**config.mk**
```make
export PLATFORM = sky130hd
export DESIGN_NAME = sqrl_uart_tx_arbiter
export DESIGN_NICKNAME = d
export VERILOG_FILES = /design/src/rtl/sqrl_uart_tx_arbiter.sv
export SDC_FILE = /design/constraint.sdc
export NUM_CORES = 1
export LEC_CHECK = 0
export BUFFER_PORTS_ARGS = -buffer_cell sky130_fd_sc_hd__buf_2
export CAP_MARGIN = 20
export CORE_ASPECT_RATIO = 0.75
export CORE_MARGIN = 5
export CORE_UTILIZATION = 45
export CTS_CLUSTER_SIZE = 24
export DETAILED_ROUTE_END_ITERATION = 7
export GPL_ROUTABILITY_DRIVEN = 0
export PLACE_DENSITY = 0.88
export RECOVER_POWER = 25
export SLEW_MARGIN = 20
export SYNTH_ARGS = -nofsm -noshare
export SYNTH_HDL_FRONTEND = slang
export SYNTH_SLANG_ARGS = --single-unit
```
**constraint.sdc**
```tcl
create_clock -name clk -period 1.6 [get_ports clk]
set_input_delay 0.16 -clock clk [delete_from_list [all_inputs] [get_ports clk]]
set_output_delay 0.16 -clock clk [all_outputs]
set_load 0.1 [all_outputs]
```
**src/rtl/sqrl_uart_tx_arbiter.sv**
```systemverilog
// Round-robin arbiter sharing one UART transmitter between byte-stream requesters.
// Define SQRL_UART_ARB_HDR_EN to prefix every message with a source-ID byte.
module sqrl_uart_tx_arbiter #(
    parameter int NUM_REQ = 4
) (
    input  logic                 clk,
    input  logic                 reset,
    input  logic [NUM_REQ-1:0]   req_valid,
    input  logic [8*NUM_REQ-1:0] req_data,
    input  logic [NUM_REQ-1:0]   req_last,
    output logic [NUM_REQ-1:0]   req_ready,
    output logic                 tx_new_byte,
    output logic [7:0]           tx_byte,
    input  logic                 tx_ready,
    output logic                 busy,
    output logic [2:0]           grant_id
);

    localparam int IW = $clog2(NUM_REQ);

`ifdef SQRL_UART_ARB_HDR_EN
    typedef enum logic [2:0] {IDLE, HDR, DATA, STRB, DRAIN} state_t;
`else
    typedef enum logic [2:0] {IDLE, DATA, STRB, DRAIN} state_t;
`endif

    state_t        state, state_n;
    logic [IW-1:0] gidx, gidx_n;
    logic [IW-1:0] last_grant, last_grant_n;
    logic          last_flag, last_flag_n;
    logic          strb_n;
    logic [7:0]    byte_n;
    logic          busy_n;

    logic [7:0]    lane_data;
    logic          lane_valid;
    logic          lane_last;
    logic [IW-1:0] pick, pick_hi, pick_lo;
    logic          hi_found;

    assign grant_id = 3'(gidx);

    // Granted lane; other requesters' lanes are never looked at.
    always_comb begin
        lane_data  = 8'h00;
        lane_valid = 1'b0;
        lane_last  = 1'b0;
        for (int i = 0; i < NUM_REQ; i++) begin
            if (gidx == IW'(i)) begin
                lane_data  = req_data[8*i +: 8];
                lane_valid = req_valid[i];
                lane_last  = req_last[i];
            end
        end
    end

    // Lowest valid index above last_grant wins, else lowest valid index overall.
    always_comb begin
        pick_hi  = '0;
        pick_lo  = '0;
        hi_found = 1'b0;
        for (int i = NUM_REQ - 1; i >= 0; i--) begin
            if (req_valid[i]) begin
                if (IW'(i) > last_grant) begin
                    pick_hi  = IW'(i);
                    hi_found = 1'b1;
                end else begin
                    pick_lo = IW'(i);
                end
            end
        end
        pick = hi_found ? pick_hi : pick_lo;
    end

    always_comb begin
        state_n      = state;
        gidx_n       = gidx;
        last_grant_n = last_grant;
        last_flag_n  = last_flag;
        strb_n       = 1'b0;
        byte_n       = tx_byte;
        busy_n       = busy;
        req_ready    = '0;
        unique case (state)
            IDLE: begin
                if (|req_valid) begin
                    gidx_n       = pick;
                    last_grant_n = pick;
                    busy_n       = 1'b1;
`ifdef SQRL_UART_ARB_HDR_EN
                    state_n      = HDR;
`else
                    state_n      = DATA;
`endif
                end
            end
`ifdef SQRL_UART_ARB_HDR_EN
            HDR: begin
                if (tx_ready) begin
                    byte_n      = 8'hA0 | 8'(gidx);
                    strb_n      = 1'b1;
                    last_flag_n = 1'b0;
                    state_n     = STRB;
                end
            end
`endif
            DATA: begin
                for (int i = 0; i < NUM_REQ; i++) begin
                    if (gidx == IW'(i)) begin
                        req_ready[i] = tx_ready;
                    end
                end
                if (tx_ready && lane_valid) begin
                    byte_n      = lane_data;
                    strb_n      = 1'b1;
                    last_flag_n = lane_last;
                    state_n     = STRB;
                end
            end
            STRB: begin
                state_n = DRAIN;
            end
            // tx_ready is only trusted here, one cycle after the strobe.
            DRAIN: begin
                if (tx_ready) begin
                    if (last_flag) begin
                        busy_n  = 1'b0;
                        state_n = IDLE;
                    end else begin
                        state_n = DATA;
                    end
                end
            end
            default: begin
                state_n = IDLE;
            end
        endcase
    end

    always_ff @(posedge clk) begin
        if (reset) begin
            state       <= IDLE;
            gidx        <= '0;
            last_grant  <= IW'(NUM_REQ - 1);
            last_flag   <= 1'b0;
            tx_new_byte <= 1'b0;
            tx_byte     <= 8'h00;
            busy        <= 1'b0;
        end else begin
            state       <= state_n;
            gidx        <= gidx_n;
            last_grant  <= last_grant_n;
            last_flag   <= last_flag_n;
            tx_new_byte <= strb_n;
            tx_byte     <= byte_n;
            busy        <= busy_n;
        end
    end

endmodule
```
==> reports/qor.txt <==
Clk network pwr share = 8.8%
Post-Syn Instances = 111
Logic gate share of total power = 64.5%
Fin area = 1660 sq um
RSZ-0062 raised after global routing = no
First-pass DRT Iterations = 4
Synth top area cells = dfxtp_1, mux4_2, o2bb2ai_1
Die width = 69.1 microns
Max Slew Vio Count = 0
DR vias = 1,093
Clk sinks = 17
Worst skew pair latency = 290 ps
Detailed Place HPWL = 2660 microns
Die H = 54.3 microns
Ys Warns = 0
Nets = 218
Most frequent cell after synthesis = inv_1
Largest net degree at the start of global routing = 17
RR Startpoint = gidx[0]
Slew HR = 63.6%
IO Port Bufs = 58
Worst IR drop on VDD = 0.000697 V
Final setup viols = 0
Reg power frac = 26.7%
WP data arrival = 1350 ps
Total Power = 2.65 mW
P per Cell Area = 1590 nW/um^2
Vias in the first global route = 1,092
Post-Syn Area = 1180 sq um
Initial DRC Count = 62
Synth top area share = 28.8%
Area leader, netlist = dfxtp_1
Post-synth cell types = 38
Antenna cells = 0
Mapped Nets = 158
Worst-path maximum fanout = 5
Die Area = 3760 sq um
Antenna-violating nets left = 0
Drt wl/cell = 15.9 microns
Post-synth EDFFs = 0
Rows = 16
Post-route clock period utilization = 94.2%
Crit path time final = 1510 ps
Placed instance area = 1600 sq um
Post-synthesis async set-or-reset flop share = 0%
Final Hold Vio Count = 0
Overall Global Routing Usage = 16.7%
Worst Skew = 7.24 ps
Initial Util = 46.0%
Core ar. = 2560 sq um
Worst hold start = reset
Part of the Yosys area used for sequential elements = 28.8%
Longest Clk Path Bufs = 2
CTS tree = done
Crit Path Class = reg2out
Grt ovf = 0
Initial antenna violation count = 0
Dominant synthesized flop cell = dfxtp_1
Drt via density = 5.31
Critical Path Start Type = flop
Worst path required time = 1440 ps
Max Freq = 0.664 GHz
Crit. End Element = output pin
Pleak = 0.731 nW
Drt total wl = 3290 microns
Area growth syn-to-layout = 41.0%
Hold Path Class = in2reg
Synth top cells by count = inv_1, dfxtp_1, mux4_2, o2bb2ai_1
Clock Pin Slew Worst Setup and Hold Paths = 110 ps
Total CTS buffers = 3
Switch share = 51.7%
# IOs = 60
DRC violations left = 0
Avg Cell Area, Syn = 10.6 sq um
Net Switching = 1.37 mW
Internal = 1.28 mW
First-pass GRT wire length = 5010 microns
Status = completed
Root buffer cell = clkbuf_4
Critical path origin = state[1]
Register bit total from synthesis = 17
Cts hold-fix bufs = 0
Slew @ Worst Pin = 548 ps
Number of max-cap violations = 0
Htree depth = 1
Share of layout cells above drive strength 1 = 58.8%
[metrics by stage]
step	cells	worst slack [ps]	TNS [ps]	utilization (%)	hold WS, ps
after floorplan	111	-306	-418	-	368
after global placement	199	142	0	62.6	444
after detailed placement	199	61.2	0	62.6	442
after CTS	205	1.51	0	64.3	173
after global routing	206	32.3	0	64.9	192
final	206	93.2	0	64.9	178
[placed cells by master (no fill, tap or decap), drive strengths merged, types with 2 or more instances in the layout]
cell type	netlist	final
a211oi	3	3
a21oi	7	7
buf	4	55
clkbuf	2	9
dfxtp	17	17
ha	4	4
inv	18	18
mux2i	2	2
mux4	9	9
nand2	6	6
nand2b	2	2
nand3	3	3
nor2	4	4
nor2b	2	2
nor3	3	3
o21a	2	2
o22ai	3	3
o2bb2ai	9	9
[power groups by stage]
stage	logic (mW)	registers (mW)	clock network, mW
5_1_grt	1.82	0.725	0.249
3_3_place_gp	1.54	0.745	0
4_1_cts	1.68	0.699	0.238
2_1_floorplan	1.09	1.02	0
6_report	1.71	0.707	0.234
3_5_place_dp	1.59	0.760	0
[path summary, 6_finish.rpt]
path	end	slack (ps)	cells past startpoint
min	gidx[0]	180	2
max reg2reg	tx_byte[1]	100	4
max	req_ready[1]	90	5
min reg2reg	tx_byte[3]	480	1
[registers in the layout (all words and copies together) (netlist names)]
name	cells
tx_new_byte	1
state	2
tx_byte	8
gidx	2
last_grant	2
last_flag	1
busy	1
[repair_timing]
action                     CTS  global route
resized for setup            0             2
buffers inserted             2             1
hold endpoints to repair     0             0
pin swaps                    0             2
setup endpoints to repair    1             6
[routing by layer]
layer  GRT usage [%]  share of wire [%]  routed length (microns)  up-vias
met5               0                  0                        0        -
met4            3.90               0.76                       25        0
met3            2.39                5.4                      176        2
met2            32.8                 55                     1790       38
met1            19.7                 39                     1290      527
li1                -                  -                        -      526
[cell type report]
class	count	area [sq um]
clock buffer	3	22.5
clock inverter	1	5.00
fill	208	898
inverter	18	67.6
multi-input combinational	70	801
sequential	17	350
tap	36	45.0
timing repair buffer	61	373
[cells by family (layout without fill, tap and decap cells)]
| group | Yosys count | count (layout) | share of synthesized area (%) |
|---|---|---|---|
| fa+ha+maj | 4 | 4 | 4.24 |
| mux | 12 | 12 | 21.2 |
| simple gates | 22 | 22 | 10.6 |
| buf+inv | 24 | 83 | 9.44 |
| flops | 17 | 17 | 28.8 |
| compound gates | 31 | 31 | 25.3 |
| other cells | 1 | 1 | 0.318 |
[worst max-delay path: stages (launching register included)]
cell	delay (ps)
dfxtp_2	350
inv_2	90
ha_4	190
nand2_4	80
nor3_4	160
buf_12	200
No activity file was read; power rests on OpenSTA's default activity.
